**config.mk**
```make
export PLATFORM = sky130hd
export DESIGN_NAME = bram_result_writer
export DESIGN_NICKNAME = d
export VERILOG_FILES = /design/src/rtl/accel_pkg.sv /design/src/rtl/bram_result_writer.sv
export SDC_FILE = /design/constraint.sdc
export NUM_CORES = 1
export LEC_CHECK = 0
export CAP_MARGIN = 10
export CORE_AREA = 2 2 101 103
export DETAILED_ROUTE_END_ITERATION = 16
export DIE_AREA = 0 0 103 105
export GPL_TIMING_DRIVEN = 0
export PLACE_DENSITY = 0.75
export SLEW_MARGIN = 20
export SYNTH_ARGS = -nofsm -noshare
export SYNTH_HDL_FRONTEND = slang
export SYNTH_SLANG_ARGS = --single-unit
```
**constraint.sdc**
```tcl
create_clock -name clk -period 2.4 [get_ports clk]
set_clock_uncertainty 0.15 [all_clocks]
set_input_delay 0.48 -clock clk [delete_from_list [all_inputs] [get_ports clk]]
set_output_delay 0.48 -clock clk [all_outputs]
set_load 0.02 [all_outputs]
```
**src/rtl/accel_pkg.sv**
```systemverilog
// rtl/accel_pkg.sv - shared accelerator FSM encoding and default BRAM geometry
package accel_pkg;

    typedef enum logic [1:0] {
        ST_IDLE  = 2'b00,
        ST_WRITE = 2'b01,
        ST_DONE  = 2'b10
    } acc_state_t;

    localparam int ACC_W          = 8;
    localparam int ACC_ADDR_WIDTH = 18;

endpackage

```
**src/rtl/bram_result_writer.sv**
```systemverilog
// rtl/bram_result_writer.sv - serialises a captured flat vector into consecutive BRAM words
module bram_result_writer
    import accel_pkg::*;
#(
    parameter int NUM_ELEMS  = 8,
    parameter int W          = ACC_W,
    parameter int ADDR_WIDTH = ACC_ADDR_WIDTH
) (
    input  logic                   clk,
    input  logic                   rst_n,
    input  logic                   start,
    input  logic [NUM_ELEMS*W-1:0] data_in,
    input  logic [ADDR_WIDTH-1:0]  base_addr,
    input  logic                   bram_gnt,
    output logic                   bram_en,
    output logic                   bram_wen,
    output logic [ADDR_WIDTH-1:0]  bram_addr,
    output logic [W-1:0]           bram_din,
    output logic                   busy,
    output logic                   done
);

    localparam int IDX_W = (NUM_ELEMS > 1) ? $clog2(NUM_ELEMS) : 1;
    localparam logic [IDX_W-1:0] LAST_IDX = IDX_W'(NUM_ELEMS - 1);

    acc_state_t             state;
    logic [IDX_W-1:0]       idx;
    logic [ADDR_WIDTH-1:0]  addr_reg;
    logic [NUM_ELEMS*W-1:0] shreg;

    always_ff @(posedge clk or negedge rst_n) begin
        if (!rst_n) begin
            state    <= ST_IDLE;
            idx      <= '0;
            addr_reg <= '0;
            shreg    <= '0;
            busy     <= 1'b0;
            done     <= 1'b0;
        end else begin
            case (state)
                ST_IDLE: begin
                    if (start) begin
                        shreg    <= data_in;
                        addr_reg <= base_addr;
                        idx      <= '0;
                        busy     <= 1'b1;
                        state    <= ST_WRITE;
                    end
                end
                ST_WRITE: begin
                    // Without a grant everything holds; the arbiter may stall us indefinitely.
                    if (bram_gnt) begin
                        shreg    <= shreg >> W;
                        addr_reg <= addr_reg + ADDR_WIDTH'(1);
                        idx      <= idx + IDX_W'(1);
                        if (idx == LAST_IDX) begin
                            done  <= 1'b1;
                            state <= ST_DONE;
                        end
                    end
                end
                ST_DONE: begin
                    done  <= 1'b0;
                    busy  <= 1'b0;
                    state <= ST_IDLE;
                end
                default: begin
                    done  <= 1'b0;
                    busy  <= 1'b0;
                    state <= ST_IDLE;
                end
            endcase
        end
    end

    // Enable follows the grant combinationally so a write lands on the granted edge.
    assign bram_en   = (state == ST_WRITE) && bram_gnt;
    assign bram_wen  = (state == ST_WRITE) && bram_gnt;
    assign bram_addr = addr_reg;
    assign bram_din  = shreg[W-1:0];

endmodule

```
-- Word-level counts from Yosys, hierarchy flattened
Index checks and enable logic that the tools add are counted.
- register bits: 89
- input port bits: 86
- add/sub/neg operators: 2
- eq/ne operators: 5
- mux-type cells: 18
- bitwise gates (word level): 2
- reductions and logical operators: 7
- operator list (cell ; number):
    2-to-1 mux 64 bit ; 2
    case mux 64 bit (2 select lines) ; 1
    2-to-1 mux 18 bit ; 2
    case mux 18 bit (2 select lines) ; 1
    adder 18 x 1 -> 18 bit (second input constant) ; 1
    AND reduction 3 bit ; 3
    2-to-1 mux 2 bit ; 3
    2-to-1 mux 3 bit ; 2
    inequality test 2 bit (second input constant) ; 3
    case mux 3 bit (2 select lines) ; 1
    case mux 1 bit (2 select lines) ; 2
    case mux 2 bit (2 select lines) ; 1
    adder 3 x 1 -> 3 bit (second input constant) ; 1
    equality test 3 bit (second input constant) ; 1
    2-to-1 mux 1 bit ; 3
    equality test 2 x 1 -> 1 bit (second input constant) ; 1
    zero test 2 bit ; 1
    NOT 1 bit ; 2
    AND reduction 2 bit ; 1
    nonzero test 2 bit ; 1
    logical AND 1 bit ; 1

-- Depth between registers and ports, before layout
Gate-level depths: netlist of run 1.
- depth in word-level cells: 4
- gate-level depth with buffers: 8

-- Least setup slack after synthesis of run 1
No wires, ideal clock.
- path type: register to register
- start: register addr_reg[0] (netlist: bram_addr[0])
- end: register addr_reg[10] (netlist: bram_addr[10])
- arrival time: 1.683 ns
- required time: 2.185 ns
- slack: 0.501 ns
- cell stages (with the launch flop): 6
- path buffers: 0
- cells stage by stage: dfrtp_1 > ha_1 > nand3_1 > or4_1 > a21oi_1 > o221a_2
- word-level cells in the longest chain between the ends: 3
- ends and longest elaborated chain (what ; line ; RTL):
    from (decl) ; bram_result_writer.sv:28 ; logic [ADDR_WIDTH-1:0] addr_reg;
    from (signal assigned) ; bram_result_writer.sv:44 ; addr_reg <= base_addr;
    from (signal assigned) ; bram_result_writer.sv:54 ; addr_reg <= addr_reg + ADDR_WIDTH'(1);
    adder 18 x 1 -> 18 bit ; bram_result_writer.sv:54 ;
    2-to-1 mux 18 bit ; bram_result_writer.sv:52 ; if (bram_gnt) begin
    case mux 18 bit (2 select lines) ; bram_result_writer.sv:40 ; case (state)
Every way passes these cells. The select of a mux whose other input is x is not followed.
A chain may end at the register's enable or synchronous reset.

-- Worst setup path after layout of run 1
- start: register state[1]
- end: output bram_wen
- word-level cells in the longest chain between the ends: 2
- ends and longest elaborated chain (what ; line ; RTL):
    from (decl) ; bram_result_writer.sv:26 ; acc_state_t state;
    from (signal assigned) ; bram_result_writer.sv:33 ; state <= ST_IDLE;
    from (signal assigned) ; bram_result_writer.sv:47 ; state <= ST_WRITE;
    from (signal assigned) ; bram_result_writer.sv:58 ; state <= ST_DONE;
    equality test 2 x 1 -> 1 bit ; bram_result_writer.sv:78 ; assign bram_wen = (state == ST_WRITE) && bram_gnt;
    logical AND 1 bit ; bram_result_writer.sv:78 ;
    to (decl) ; bram_result_writer.sv:16 ; output logic bram_wen,
Every way passes these cells.

==> out/qor.log, run 1 <==
INFO  setup_path     cp.arrival=1.61ns
INFO  global_route   grt-ovfl-total=0
INFO  clock_network  cts_made_buffers=9
INFO  detailed_routing wl_per_cell=15.8um
INFO  layout         area_growth=36.0%
INFO  timing         rsz_0062_raised_after_global_routing=no
INFO  clock_network  tritoncts_num_sinks=89
INFO  global_route   grt_first_pass_wirelength=19500um
INFO  synthesis      synth-edff-count=0
INFO  timing         max_slew.worst_pin.slew=0.511ns
INFO  power          power.leakage=2.49nW
INFO  place          globalplace.congestion=0.906
INFO  layout         stdcell_count=764
INFO  place          place_inst=746
INFO  hold_path      min-delay-path-class=register to register
INFO  detailed_routing route.detailed.vias_per_inst=5.43
INFO  synthesis      synth_area_leaders=dfrtp_1, nand2_1, a31oi_1
INFO  timing         timing_hold_violations_final=0
INFO  detailed_routing detail_route.wirelength=12100um
INFO  synthesis      post_synth_top_area_share=0.514
INFO  clock_network  htree_levels=3
INFO  setup_path     ff2ff_path_depth=5
INFO  power          powerDensity=1300nW/um^2
INFO  place          hpwlAfterDp=9070um
INFO  floorplan      design.portCount=116
INFO  clock_network  insertion_delay=0.35ns
INFO  synthesis      synth.ff_latch_count=89
INFO  floorplan      fp.dieW=103um
INFO  setup_path     path_class=register to output port
INFO  clock_network  cts.root.buffer_cell=clkbuf_8
INFO  synthesis      syn-num-nets=586
INFO  global_route   number_of_antenna_violations_at_the_first_check_in_global_routing=0
INFO  synthesis      synth.yosys.warnings=0
INFO  detailed_routing initialDrtViolationCount=188
INFO  floorplan      die_area=10800um^2
INFO  synthesis      synthesis.area=4330um^2
INFO  synthesis      synth-async-reset-ratio=1.00
INFO  floorplan      placeableCoreArea=9640um^2
INFO  layout         filler_cell_count=839
INFO  setup_path     cp.required=1.77ns
INFO  timing         max_slew_violations=0
INFO  run            cap_violations=0
INFO  setup_path     r2r_end=bram_addr[12]$_DFFE_PN0P_
INFO  global_route   vias_in_the_first_global_route=4032
INFO  layout         fin_nets=715
INFO  synthesis      synth_cell_types=46
INFO  setup_path     timing.critical_path.from_type=register
INFO  clock_network  cts_tree=yes
INFO  layout         layout.cells.most_common=nand2_1
INFO  timing         max_freq=446MHz
INFO  floorplan      die_h=105um
INFO  timing         finalCriticalPeriod=2.24ns
INFO  hold_path      worstHoldStart=idx[0]$_DFFE_PN0P_
INFO  setup_path     critical_path.max_fanout=8
INFO  clock_network  ctsLongestPathBuffers=2
INFO  floorplan      core.rowCount=36
INFO  setup_path     r2r_setup_slack=0.29ns
INFO  detailed_routing drt_pass1_iterations=5
INFO  clock_network  clock_transition_at_path_regs=0.09ns
INFO  run_status     result_of_the_run=complete, no violations
INFO  synthesis      postSynth.topFlopCell=dfrtp_1
INFO  layout         antenna-diode-count=0
INFO  detailed_routing route.detailed.drc=0
INFO  synthesis      post-synth-top-area-cell=dfrtp_1
INFO  global_route   grt_max_degree=56
INFO  timing         setup_viol_count_final=0
INFO  setup_path     rr_startpoint=bram_addr[1]$_DFFE_PN0P_
INFO  place          numPortBuffers=115
INFO  hold_path      worstHoldPathCells=1
INFO  synthesis      syn_avg_cell_area=8.71um^2
INFO  global_route   grt_util_all_layers=0.231
INFO  hold_path      timing.hold.worst_endpoint=idx[0]$_DFFE_PN0P_
INFO  detailed_routing routed_via_count=4151
INFO  timing         worst_slew_margin_rel=0.657
INFO  layout         final_util=0.611
INFO  timing         fin_crit_sh=0.935
INFO  detailed_routing antenna_left=0
INFO  synthesis      yosysSeqAreaShare=0.514
INFO  setup_path     crit_path_end_kind=output port
INFO  power          max-vdd-ir-drop=556uV
INFO  floorplan      initial_utilization=0.449
INFO  layout         drive_above_1_share=0.0903
INFO  layout         final_cell_mix=nand2_1, clkdlybuf4s50_1, dfrtp_1
INFO  synthesis      synthesized_instance_count=497
==> report_power, final <==
part,leakage (nW),switching [mW],internal [mW]
logic,1.37,2.21,1.64
registers,1.02,0.557,2.22
clock network,0.103,0.542,0.512
total,2.49,3.31,4.37
==> sequential cells by signal (all words and copies together) (netlist names) <==
signal / cells
done: 1
idx: 3
state: 2
bram_addr: 18
shreg: 64
busy: 1
==> per-layer routing <==
layer  wire, um  global-route usage  vias to the layer above
li1           -                   -                     1981
met1       5080               0.317                     2001
met2       6010               0.381                      158
met3        884              0.0515                       11
met4        119              0.0385                        0
met5          0                   0                        -
==> per-stage QoR <==
step	area [um^2]	total power, mW	hold WS (ns)	worst slack (ns)	setup TNS [ns]
after CTS	5890	7.71	0.343	0.137	0
after global placement	5650	6.53	0.309	-2.54	-229.59
after detailed placement	5670	6.65	0.319	-0.513	-5.12
after floorplan	4330	5.22	0.0344	0.501	0
after global routing	5890	8.29	0.364	0.0366	0
final	5890	7.68	0.337	0.155	0
==> worst max-delay path, cell delays in order (launching register included) <==
cell           delay [ns]
dfrtp_2              0.47
nand3b_1             0.21
inv_1                0.14
buf_4                0.12
dlygate4sd2_1        0.32
==> cells by family after synthesis <==
logic type | count (synthesis) | synth area share
compound gates | 121 | 0.184
fa+ha+maj | 3 | 0.00867
buf+inv | 48 | 0.0592
flops | 89 | 0.514
simple gates | 236 | 0.233
==> how the worst max path moves through the flow <==
stage                             start                   endpoint  cells past startpoint
2_1_floorplan  bram_addr[0]$_DFFE_PN0P_  bram_addr[10]$_DFFE_PN0P_                      5
3_3_place_gp                      rst_n           busy$_DFFE_PN0P_                      1
3_5_place_dp                   bram_gnt                   bram_wen                      5
4_1_cts            state[1]$_DFFE_PN0P_                   bram_wen                      4
5_1_grt            state[1]$_DFFE_PN0P_                   bram_wen                      4
6_report           state[1]$_DFFE_PN0P_                   bram_wen                      4
==> final cells by class <==
class,count,area [um^2],area share
buffer,44,241,0.0410
clock buffer,10,138,0.0234
clock inverter,6,65.1,0.0110
inverter,4,15.0,0.00255
multi-input combinational,360,1850,0.313
sequential,89,2230,0.378
tap,133,166,0.0283
timing repair buffer,118,1190,0.202
==> synthesized netlist by cell type, types with 5 or more instances <==
| library cell | count |
|---|---|
| a31oi_1 | 58 |
| o21ai_0 | 9 |
| buf_1 | 5 |
| a21oi_1 | 16 |
| dfrtp_1 | 89 |
| clkbuf_1 | 10 |
| nand2_1 | 132 |
| a22o_1 | 9 |
| buf_2 | 16 |
| o22ai_1 | 6 |
| nand3_1 | 8 |
| buf_4 | 11 |
| nor2_1 | 67 |
==> timing repair <==
action	in CTS	in global routing
gates resized for setup	4	0
hold endpoints to repair	34	0
setup buffers	1	0
hold buffers	1	0
setup endpoints to repair	2	0
(Power assumes the default switching activity.)
==> run 2: changes to the inputs <==
Settings changed: ABC_CLOCK_PERIOD_IN_PS set to 2400.
==> results of run 2 <==
No change in the layout: final DEF, timing and power equal those of run 1.
==> RTL edit, RTL diff (config.mk and constraints of run 1) <==
Set the package constant `ACC_W` to 9 (it was 8).
--- a/src/rtl/accel_pkg.sv
+++ b/src/rtl/accel_pkg.sv
@@ -8,5 +8,5 @@
     } acc_state_t;
 
-    localparam int ACC_W          = 8;
+    localparam int ACC_W          = 9;
     localparam int ACC_ADDR_WIDTH = 18;
 
Ports: changed (resized bram_din and data_in); port bits go from 116 to 125. The function was not compared with the original's and may differ.
==> RTL edit against run 1 <==
Worst setup slack worse by 85 ps. Count of clock-buffer cells in the layout is 1 higher. Design area is 7.8% higher. Wire length is 12% higher. Synthesized cell count is 8.7% higher. Final cell count is 6.8% higher. Global-route usage is 2.9 points higher. Power is 8.0% higher. Utilization is 4.8 points higher. Synthesized area is 8.6% higher. Sequential cell count is 8 higher. Clock power is 4% higher. Critical path type is now in2out. Highest routed layer unchanged.
==> RTL edit: results <==
run_status:
  outcome: "completed"
synthesis:
  synthAdderAreaFrac_pct: 0.798
  synth_compound_area_share_pct: 18.2
  synth.area.top_cells: "dfrtp_1 (52%), nand2_1 (12%), a31oi_1 (8.6%)"
  synth_common_cells: "nand2_1 (146), dfrtp_1 (97), nor2_1 (74)"
  syn-num-nets: 637
  synth_cell_types: 48
placement:
  place.detailed.hpwl_um: 9840
  place_ws_ps: -512
  port_buffers: 124
  globalplace.congestion: 0.892
  place_area_mm2: 0.00614
layout:
  final_cell_area_mm2: 0.00635
  fillerInstances: 861
  multi_input_area_mm2: 0.00198
  num-multi-input-gates: 389
  final_net_count: 775
  num-nonclk-buffers: 177
  bufAreaShareNonClock_pct: 24.7
  clock_area_share_pct: 3.09
  largest_reg_flops: 72
  drive_gt1_share_pct: 9.22
  seq_area_mm2: 0.00243
power:
  p_leak_nw: 2.71
  peakVddDrop_v: 0.000671
clock_tree:
  numClockSinks: 97
global_routing:
  grt_pass1_wl_um: 22000
  grt_max_degree: 58
  grt_usage_pct: 26.1
  grt_pass1_vias: 4516
setup_path:
  critPathArrivalTime_ps: 1700
  crit_fanout: 5
detailed_routing:
  viasPerCell: 5.50
  routed_wl_um: 13500
timing:
  slew_headroom_pct: 60.7
-- RTL edit: cell count changes after synthesis, moves of 2 or more --
cell	change
a31oi_1	+7
clkbuf_1	+6
nor2_1	+7
nand2_1	+14
a21oi_1	-2
buf_1	-5
nand3_1	-2
a22o_1	+2
dfrtp_1	+8
buf_4	+5
and3_1	+2
-- RTL edit: through the flow --
stage | total power [mW] | instances
2_1_floorplan | 5.64 | 540
3_3_place_gp | 7.09 | 797
3_5_place_dp | 7.20 | 798
4_1_cts | 8.31 | 816
5_1_grt | 8.94 | 816
6_report | 8.29 | 816
-- RTL edit: report_power, final --
| group | total [mW] | switching (mW) | internal (mW) |
|---|---|---|---|
| Clock | 1.09 | 0.583 | 0.508 |
| Sequential | 3.03 | 0.603 | 2.42 |
| Combinational | 4.18 | 2.40 | 1.78 |
| Total | 8.29 | 3.58 | 4.71 |
-- RTL edit: kinds of logic after synthesis --
| kind of cell | Yosys count |
|---|---|
| flops | 97 |
| simple gates | 257 |
| fa+ha+maj | 3 |
| buf+inv | 54 |
| compound gates | 129 |
-- RTL edit: path summary, 6_finish.rpt --
check                      slack, ps      endpoint     start  cells after the start
min                              350        idx[0]    idx[0]                      1
min reg2reg                      350        idx[0]    idx[0]                      1
max reg2reg                      300     shreg[36]  state[1]                      7
max                               70       bram_en  bram_gnt                      4
max in group asynchronous       1060  bram_addr[4]     rst_n                      3
min in group asynchronous        440     shreg[31]     rst_n                      2
-- RTL edit: critical path: stages --
cell	delay, ps
clkdlybuf4s50_1	570
nand3b_1	140
inv_2	150
dlygate4sd2_1	350
-- RTL edit: layer usage --
metal	vias to the layer above	part of all wire [%]	track usage (%)	wire length, um
met5	-	0	0	0
met4	0	1.9	9.21	259
met3	28	7.5	3.68	1010
met2	210	48	41.2	6450
met1	2112	43	36.5	5790
li1	2135	-	-	-
